--- src/rtl/reg_pkg.sv ---
// Shared constants and FSM state type for the register bank and its burst reader.
package reg_pkg;

    localparam int DEFAULT_WIDTH = 4;
    localparam int DEFAULT_DEPTH = 8;

    typedef enum logic {
        IDLE   = 1'b0,
        STREAM = 1'b1
    } reader_state_t;

endpackage

--- src/rtl/reg_bank.sv ---
// DEPTH x WIDTH register storage: synchronous write, combinational read, async clear.
module reg_bank
    import reg_pkg::*;
#(
    parameter int WIDTH  = DEFAULT_WIDTH,
    parameter int DEPTH  = DEFAULT_DEPTH,
    localparam int ADDR_W = $clog2(DEPTH)
) (
    input  logic              clk,
    input  logic              rst_n,
    input  logic              wr_en,
    input  logic [ADDR_W-1:0] wr_addr,
    input  logic [WIDTH-1:0]  wr_data,
    input  logic [ADDR_W-1:0] rd_addr,
    output logic [WIDTH-1:0]  rd_data
);

    logic [WIDTH-1:0] mem [DEPTH];

    // Entry storage; every entry returns to zero on reset.
    always_ff @(posedge clk or negedge rst_n) begin
        if (!rst_n) begin
            for (int i = 0; i < DEPTH; i++) begin
                mem[i] <= '0;
            end
        end else if (wr_en) begin
            mem[wr_addr] <= wr_data;
        end
    end

    assign rd_data = mem[rd_addr];

endmodule

--- src/rtl/reg_burst_reader.sv ---
// Register bank with a burst read-out engine streaming consecutive entries over valid/ready.
//
// state  | meaning
// IDLE   | no burst; rd_start with rd_len != 0 loads beat 0
// STREAM | a beat is held in the output register until accepted
module reg_burst_reader
    import reg_pkg::*;
#(
    parameter int WIDTH  = DEFAULT_WIDTH,
    parameter int DEPTH  = DEFAULT_DEPTH,
    localparam int ADDR_W = $clog2(DEPTH)
) (
    input  logic              clk,
    input  logic              rst_n,
    input  logic              wr_en,
    input  logic [ADDR_W-1:0] wr_addr,
    input  logic [WIDTH-1:0]  wr_data,
    input  logic              rd_start,
    input  logic [ADDR_W-1:0] rd_base,
    input  logic [ADDR_W:0]   rd_len,
    output logic              rd_busy,
    output logic              out_valid,
    input  logic              out_ready,
    output logic [WIDTH-1:0]  out_data,
    output logic [ADDR_W-1:0] out_addr,
    output logic              out_last
);

    localparam logic [ADDR_W:0]   CNT_ONE  = 1;
    localparam logic [ADDR_W-1:0] ADDR_ONE = 1;

    reader_state_t     state, state_nxt;
    logic [ADDR_W:0]   rem, rem_nxt;
    logic [WIDTH-1:0]  data_nxt;
    logic [ADDR_W-1:0] addr_nxt;
    logic              valid_nxt;
    logic              last_nxt;
    logic [ADDR_W-1:0] load_addr;
    logic [WIDTH-1:0]  bank_data;
    logic [WIDTH-1:0]  load_data;

    reg_bank #(
        .WIDTH (WIDTH),
        .DEPTH (DEPTH)
    ) u_bank (
        .clk     (clk),
        .rst_n   (rst_n),
        .wr_en   (wr_en),
        .wr_addr (wr_addr),
        .wr_data (wr_data),
        .rd_addr (load_addr),
        .rd_data (bank_data)
    );

    // Address of the beat that would be loaded this cycle: rd_base when idle, else the successor.
    assign load_addr = (state == IDLE) ? rd_base : out_addr + ADDR_ONE;

    // A same-cycle write to the loaded entry wins, so the beat carries the newest value.
    assign load_data = (wr_en && (wr_addr == load_addr)) ? wr_data : bank_data;

    // Next-state and output-register updates; everything holds unless a start or handshake occurs.
    always_comb begin
        state_nxt = state;
        rem_nxt   = rem;
        data_nxt  = out_data;
        addr_nxt  = out_addr;
        valid_nxt = out_valid;
        last_nxt  = out_last;
        unique case (state)
            IDLE: begin
                if (rd_start && (rd_len != '0)) begin
                    state_nxt = STREAM;
                    data_nxt  = load_data;
                    addr_nxt  = load_addr;
                    rem_nxt   = rd_len - CNT_ONE;
                    valid_nxt = 1'b1;
                    last_nxt  = (rd_len == CNT_ONE);
                end
            end
            STREAM: begin
                if (out_valid && out_ready) begin
                    if (rem != '0) begin
                        data_nxt = load_data;
                        addr_nxt = load_addr;
                        rem_nxt  = rem - CNT_ONE;
                        last_nxt = (rem == CNT_ONE);
                    end else begin
                        state_nxt = IDLE;
                        valid_nxt = 1'b0;
                        last_nxt  = 1'b0;
                    end
                end
            end
            default: state_nxt = IDLE;
        endcase
    end

    // State, counter and output registers; rd_busy is registered from the next state.
    always_ff @(posedge clk or negedge rst_n) begin
        if (!rst_n) begin
            state     <= IDLE;
            rem       <= '0;
            out_data  <= '0;
            out_addr  <= '0;
            out_valid <= 1'b0;
            out_last  <= 1'b0;
            rd_busy   <= 1'b0;
        end else begin
            state     <= state_nxt;
            rem       <= rem_nxt;
            out_data  <= data_nxt;
            out_addr  <= addr_nxt;
            out_valid <= valid_nxt;
            out_last  <= last_nxt;
            rd_busy   <= (state_nxt == STREAM);
        end
    end

endmodule

--- config.mk ---
export PLATFORM = sky130hd
export DESIGN_NAME = reg_burst_reader
export DESIGN_NICKNAME = d
export VERILOG_FILES = /design/src/rtl/reg_pkg.sv /design/src/rtl/reg_bank.sv /design/src/rtl/reg_burst_reader.sv
export SDC_FILE = /design/constraint.sdc
export NUM_CORES = 1
export LEC_CHECK = 0
export ABC_AREA = 1
export CORE_AREA = 5 5 81 83
export CTS_BUF_LIST = sky130_fd_sc_hd__clkbuf_2
export DETAILED_ROUTE_END_ITERATION = 12
export DIE_AREA = 0 0 86 88
export PLACE_DENSITY_LB_ADDON = 0.08
export SYNTH_ARGS = -nofsm -noshare
export SYNTH_HDL_FRONTEND = slang
export SYNTH_SLANG_ARGS = --single-unit
--- constraint.sdc ---
create_clock -name clk -period 1.6 [get_ports clk]
set_input_delay 0.4 -clock clk [delete_from_list [all_inputs] [get_ports clk]]
set_output_delay 0.4 -clock clk [all_outputs]
set_load 0.02 [all_outputs]
* Word-level counts from Yosys, hierarchy flattened
Cells that the tools add are included.
** Cells by class
- Add/subtract/negate cells :: 3
- Multiply operators :: 0
- Div/mod/pow operators :: 0
- $lt $le $gt $ge :: 3
- Eq/ne operators :: 7
- Shifts and indexed selects :: 0
- Multiplexer cells :: 32
- Bitwise logic cells :: 3
- Reductions and logical operators :: 9
** Operators with widths (count)
- 4-bit two-way mux :: 10
- 32-bit bitwise mux :: 1
- 4-bit case mux with 2 select lines :: 2
- 4-bit binary-select mux with 3-bit select :: 1
- 4-bit demux with 3-bit select :: 1
- 3-bit two-way mux :: 4
- 1-bit two-way mux :: 9
- 4-bit by 1-bit == test with 1-bit output (second input constant) :: 2
- 4-bit greater-or-equal comparator (second input constant) :: 2
- 3-bit inverter with 4-bit output :: 2
- 4-bit nonzero test :: 2
- 4-bit by 1-bit subtractor with 4-bit output (second input constant) :: 2
- 2-bit by 1-bit inequality test with 1-bit output (second input constant) :: 3
- 1-bit case mux with 2 select lines :: 3
- 3-bit case mux with 2 select lines :: 1
- 3-bit AND reduction :: 2
- 1-bit logical AND :: 4
- 4-bit by 1-bit < comparator with 1-bit output (second input constant) :: 1
- 3-bit by 1-bit adder with 3-bit output (second input constant) :: 1
- 3-bit == test :: 1
- 2-bit inequality test (second input constant) :: 1
- 2-bit AND reduction :: 1
- 1-bit inverter :: 1
** Storage, ports and cells
- Register bits after elaboration :: 46
- Bits in latches :: 0
- Bits in writable memories :: 0
- Bits in read-only memories :: 0
- Input port bits :: 19
- Output and inout port bits :: 10
- Word-level logic and storage cells :: 71
- Memories :: 0

* Depth between registers and ports, before layout
- Depth after elaboration :: 10
- Depth in mapped cells :: 12
- Gate-level depth less buffers :: 12

* Cells and area by module
A second synthesis with hierarchy kept.
** Unflattened totals
- Cell total of the unflattened synthesis :: 370
- Area total of the unflattened synthesis :: 2626.3 um^2
** Modules (own cells, without submodules)
- reg_bank :: times used 1, cells an instance 224, area each 1616.6 um^2, seq. area each 800.8 um^2
- reg_burst_reader :: times used 1, cells an instance 146, area each 1009.7 um^2, seq. area each 350.3 um^2

* Least setup slack after synthesis
No wires, ideal clock.
- Path type :: register to register
- Start point :: register out_addr[0]
- End point :: register out_data[1]
- Library setup time :: 0.117 ns
- Arrival time :: 1.439 ns
- Data required time :: 1.483 ns
- Path slack :: 0.043 ns
- Stages on the path, launching flop included :: 10
- Path buffers :: 0
- Clock period less this slack :: 1.557 ns
- Path through :: dfrtp_1 > ha_1 > nand2_1 > nand2_2 > inv_2 > nand3_1 > nand3_1 > nand3_1 > nand3_1 > nand2_1
** Between the ends
- Cells in the longest elaborated chain, start to end :: 10
- Elaborated cells on any way between the ends :: 13
- Classes of those cells :: add/sub (1); eq/ne (1); mux (9); bitwise (1); reduce/logical (1)
** RTL lines
- start, declared :: line reg_burst_reader.sv:25 : output logic [ADDR_W-1:0] out_addr,
- start signal, assigned :: line reg_burst_reader.sv:112 : out_addr <= addr_nxt;
- 3-bit by 1-bit adder with 3-bit output (*) :: line reg_burst_reader.sv:56 : assign load_addr = (state == IDLE) ? rd_base : out_addr + ADDR_ONE;
- 3-bit two-way mux (*) :: line reg_burst_reader.sv:56
- 3-bit inverter with 4-bit output (not written as such) :: line reg_bank.sv:31 : assign rd_data = mem[rd_addr];
- 4-bit binary-select mux with 3-bit select :: line reg_bank.sv:31
- 4-bit two-way mux (not written as such) (2 in series) :: line reg_bank.sv:31
- 4-bit two-way mux (*) :: line reg_burst_reader.sv:59 : assign load_data = (wr_en && (wr_addr == load_addr)) ? wr_data : bank_data;
- 4-bit two-way mux :: line reg_burst_reader.sv:82 : if (rem != '0) begin
- 4-bit two-way mux :: line reg_burst_reader.sv:81 : if (out_valid && out_ready) begin
- 4-bit case mux with 2 select lines (*) :: line reg_burst_reader.sv:69 : unique case (state)
- end signal, assigned :: line reg_burst_reader.sv:111 : out_data <= data_nxt;
- end, declared :: line reg_burst_reader.sv:24 : output logic [WIDTH-1:0] out_data,
Every way passes the cells marked *; elsewhere a longest branch is shown, timed or not. The select of a mux whose other input is x is not followed.
A chain may end at the register's enable or synchronous reset.

* Final worst setup path
- Start point :: register out_addr[0]
- End point :: register out_data[2]
The elaborated chain is that of the path after synthesis.

==> impl_metrics.ini <==
[worst_hold_path]
hp-class = input port to asynchronous set/reset pin

[cells_and_area]
fillerInstances = 559
drive_above_1_share = 0.259
final_common_cell = nand2_1
design_area_mm2 = 0.00340
n_antenna_cell = 0
syn_to_final_growth_pct = 35.3
nets = 429
mostFrequentLayoutCells = nand2_1, dfrtp_1, nand3_1
final_util = 0.587

[clock_tree]
path_clk_slew_ns = 0.23
tritoncts = built
clkLatencyLatePin_ns = 0.41
root_buffer = clkbuf_2
cts.sinks = 46
clock_path_buffers = 2
cts_buffers = 5
cts-htree-levels = 2

[logic_synthesis]
syn_avg_cell_area_um2 = 7.75
netlist_instances = 324
synth_cell_types = 24
yosysSeqAreaShare = 0.459
syn_area_mm2 = 0.00251
async_flop_share = 1.00
synth_edf_count = 0
synth_seq_cells = 46
synth_ff_type = dfrtp_1
synthesis.nets = 348
yosysWarnings = 0

[placed_design]
place.port_buffers = 28
place_area_mm2 = 0.00314
hpwl_mm = 4.77
routabilityCongestion = 0.896

[worst_setup_path]
critPathBufInv = 2
critPathArrivalTime_ns = 1.97
crit_path_frequent_cell = nand3_1
required_ns = 1.94
cp_slowest_stage_delay_ns = 0.45
cp_cell_sequence = buf_6, ha_4, nand2_2, nand2_2, buf_6, nand3_1, nand3_1, nand3_1, nand3_1, nand2_1
path_delay_family = simple AND/OR/NAND/NOR gates
crit_slowest_cell = dfrtp_1
cp-end-kind = register
cp-start-kind = register
critical_path.max_fanout = 8
crit_type = register to register

[floorplan]
start_util = 0.434
die_h_um = 88
core_area_mm2 = 0.00578
pin_count = 29
die_area_mm2 = 0.00757
core.rowCount = 28
die_x_um = 86

[timing]
max_slew_margin = 0.797
finalCritPeriodShare = 1.02
fin_skew_ns = 0.0204
worst_slack_ns = -0.0270
setup_viol = 3
slew_viol_final = 0
grt_setup_unrepaired = true
tightest_slew_ns = 0.304
setup_tns_ns = -0.0431
hold_viol_final = 0
fmax_ghz = 0.615
period_needed_ns = 1.63

[run]
maxCapViolCount = 0

[status]
violations = negative setup slack
status = finished, violations left

[detailed_routing]
postRouteAntennaNets = 0
drc = 0
wl_per_cell_um = 13.4
viasPerCell = 4.80
drtIter0Drc = 136
first_pass_iters = 4
wirelength_mm = 6.42
vias = 2303

[global_routing]
antenna_found_initial = 0
gr-total-overflow = 0
grt_max_degree = 47
grt_use_total = 0.185
grt_pass1_wl_mm = 10.9
grt_pass1_vias = 2255

[power_and_ir_drop]
max-vdd-ir-drop_uv = 477
power_density_mw_per_mm2 = 672
p_leak_nw = 1.74
-- power breakdown --
part	internal, mW	total [mW]	switching, mW
combinational	0.192	0.424	0.232
clock	0.106	0.466	0.361
sequential	1.31	1.39	0.0765
total	1.61	2.28	0.669
-- worst paths after layout --
check	slack [ns]	endpoint	cells after the start	start
setup / recovery	-0.03	out_data[2]$_DFFE_PN0P_	10	out_addr[0]$_DFFE_PN0P_
hold / removal	0.45	rem[3]$_DFFE_PN0P_	3	rst_n
setup reg to reg	-0.03	out_data[2]$_DFFE_PN0P_	10	out_addr[0]$_DFFE_PN0P_
hold reg to reg	0.51	u_bank.mem[28]$_DFFE_PN0P_	2	u_bank.mem[28]$_DFFE_PN0P_
max in group asynchronous	0.90	u_bank.mem[29]$_DFFE_PN0P_	3	rst_n
min in group clk	0.51	u_bank.mem[28]$_DFFE_PN0P_	2	u_bank.mem[28]$_DFFE_PN0P_
-- cell type report --
class,count,area (um2),area share
clock buffer,6,30.0,0.00884
inverter,41,161,0.0475
timing repair buffer,78,703,0.207
multi-input combinational,233,1250,0.368
clock inverter,1,7.51,0.00221
tap,75,93.8,0.0276
sequential,46,1150,0.339
-- layer usage --
| metal | vias up | global-route usage | part of all wire |
|---|---|---|---|
| met4 | 0 | 0.0576 | 0.013 |
| li1 | 1212 | - | - |
| met2 | 32 | 0.296 | 0.47 |
| met3 | 7 | 0.0329 | 0.037 |
| met1 | 1052 | 0.257 | 0.48 |
| met5 | - | 0 | 0 |
-- registers in the layout, summed over array words and instances, names as in the netlist --
name / count
out_last: 1
u_bank.mem: 32
rem: 4
state: 1
out_valid: 1
out_addr: 3
out_data: 4
-- timing repair --
item,CTS,global route
setup endpoints to repair,11,17
pin swaps,0,11
resized for setup,20,41
endpoints found under the hold margin,46,0
cloned,0,0
hold buffers,1,0
setup buffers,7,10
-- cells in the mapped netlist, types with 2 or more instances --
cell type   n  area share
nand3b_1    4       0.012
inv_1      37       0.055
inv_2       3      0.0045
nor2_1     13       0.019
nand2_1    91        0.14
nand4_1     2      0.0050
a21oi_1     4      0.0080
buf_6       3       0.013
dfrtp_1    46        0.46
o21ai_1     6       0.012
nand2_2    10       0.025
o21ai_0    34       0.068
nand2_4     4       0.018
nand3_1    52        0.10
nor2_4      2      0.0090
ha_1        5       0.025
-- cell families (layout without fill, tap and decap cells) --
family / count (synthesis) / in the layout / share of synthesized area
AO/OA/AOI/OAI: 47 / 47 / 0.0972
XOR/XNOR: 1 / 1 / 0.00349
adder cells (fa/ha/maj): 5 / 5 / 0.0249
buffers and inverters: 45 / 126 / 0.0798
flip-flops: 46 / 46 / 0.459
AND/OR/NAND/NOR: 180 / 180 / 0.336
-- worst register-to-register path: stages (launching register included) --
cell and delay [ns]:
dfrtp_1 0.45, buf_6 0.13, ha_4 0.26, nand2_2 0.06, nand2_2 0.11, buf_6 0.13, nand3_1 0.08, nand3_1 0.09
nand3_1 0.10, nand3_1 0.10, nand2_1 0.06
-- stage by stage --
stage          cells  hold slack, ns  total power, mW  setup WS, ns
2_1_floorplan    324           0.104             1.64        0.0433
3_3_place_gp     456           0.402             1.82        -0.347
3_5_place_dp     456           0.408             1.82        -0.411
4_1_cts          471           0.435             2.31       -0.0717
5_1_grt          480           0.438             2.45        -0.136
6_report         480           0.448             2.28       -0.0270
Power figures use the tool's default switching activity.
==> edit, RTL diff (same settings) <==
Take the reset off `out_data` and load it in a clocked block of its own.
--- a/src/rtl/reg_burst_reader.sv
+++ b/src/rtl/reg_burst_reader.sv
@@ -102,3 +102,2 @@
             rem       <= '0;
-            out_data  <= '0;
             out_addr  <= '0;
@@ -110,3 +109,2 @@
             rem       <= rem_nxt;
-            out_data  <= data_nxt;
             out_addr  <= addr_nxt;
@@ -118,2 +116,6 @@
 
+    always_ff @(posedge clk) begin
+        out_data <= data_nxt;
+    end
+
 endmodule
Function: changed (Yosys sat finds a counterexample within 4 cycles, from zero or initial values and one cycle with rst_n low).
==> edit against the original RTL <==
The run still ends with negative setup slack left. Area after synthesis up 0.60%. Setup slack better by 0.012 ns. Routed wire length up 1.8%. Total power up 12%. Sequential cell count unchanged. Cell area up 0.96%. Clock skew about the same. Sequential share of layout area up 0.34 points. Critical path type unchanged. Highest routed layer unchanged.
==> edit: results (changes against the original RTL) <==
Outcome:
- Result of the run: finished with violations (unchanged).
- Violations in the final reports: negative setup slack (unchanged).

Logic synthesis:
- The sequential cell area fraction in the yosys report is 46.4% (was 45.9%).
- List of most frequent post-synthesis cells: sky130_fd_sc_hd__nand2_1, sky130_fd_sc_hd__nand3_1, sky130_fd_sc_hd__inv_1 (was sky130_fd_sc_hd__nand2_1, sky130_fd_sc_hd__nand3_1, sky130_fd_sc_hd__dfrtp_1).
- The number of nets produced by synthesis is 350 (was 348).
- The xor/xnor cell area share of the yosys netlist is 1.04% (was 0.349%).
- The compound-gate portion of the synthesized area is 9.27% (was 9.72%).
- The unique cell type count in the Yosys netlist came to 26 (was 24).
- The adder and majority gate portion of the synthesized area is 2.48% (was 2.49%).

CTS:
- The post-CTS setup buffer count is 6 (was 7).

STA:
- The clock tree skew after final layout is 0.0202 ns (was 0.0204 ns).
- The worst path setup slack after routing came to -0.0146 ns (was -0.0270 ns).
- The final setup violation count is 4 (was 3).
- The aggregate negative setup slack is -0.0374 ns (was -0.0431 ns).
- The relative slew slack came to 81.2% (was 79.7%).

Routing:
- The met2 wirelength from detailed routing is 3080 um (was 3020 um).
- The vias per cell was 4.97 (was 4.80).
- The via count of the routed design came to 2349 (was 2303).

Place:
- The total instance count after detailed placement was 454 (was 456).

Setup path:
- The capturing element of the worst setup path is out_data[0]$_DFFE_PP_ (was out_data[2]$_DFFE_PN0P_).
- The critical path's largest stage delay is 0.48 ns (was 0.45 ns).

Layout:
- The proportion of layout cells with a drive suffix above 1 came to 25.4% (was 25.9%).
- The final core utilization is 59.3% (was 58.7%).

Power:
- The leakage component of the power was 1.68 nW (was 1.74 nW).

GRT:
- The global-route total usage across every layer was 17.9% (was 18.5%).
-- edit: cell count changes after synthesis, moves of 5 or more --
cell | before | now
sky130_fd_sc_hd__inv_1 | 37 | 46
sky130_fd_sc_hd__o21ai_0 | 34 | 41
sky130_fd_sc_hd__nand2_2 | 10 | 4
sky130_fd_sc_hd__nand2_1 | 91 | 96
sky130_fd_sc_hd__o21ai_1 | 6 | 1
-- edit: power by group through the flow --
stage	Clock (mW)	Combinational (mW)	Sequential (mW)
after floorplan	0	0.271	1.41
after global placement	0	0.458	1.43
after detailed placement	0	0.462	1.43
after CTS	0.667	0.473	1.41
after global routing	0.723	0.561	1.43
final	0.645	0.491	1.41
-- edit: cell type report --
cell class	instances	area, um2	share of cell area, %
Clock buffer	6	30.0	0.876
Sequential cell	46	1170	34.2
Inverter	49	204	5.95
Timing Repair Buffer	65	578	16.9
Timing Repair inverter	1	5.00	0.146
Tap cell	75	93.8	2.74
Multi-Input combinational cell	229	1310	38.1
Clock inverter	2	37.5	1.09
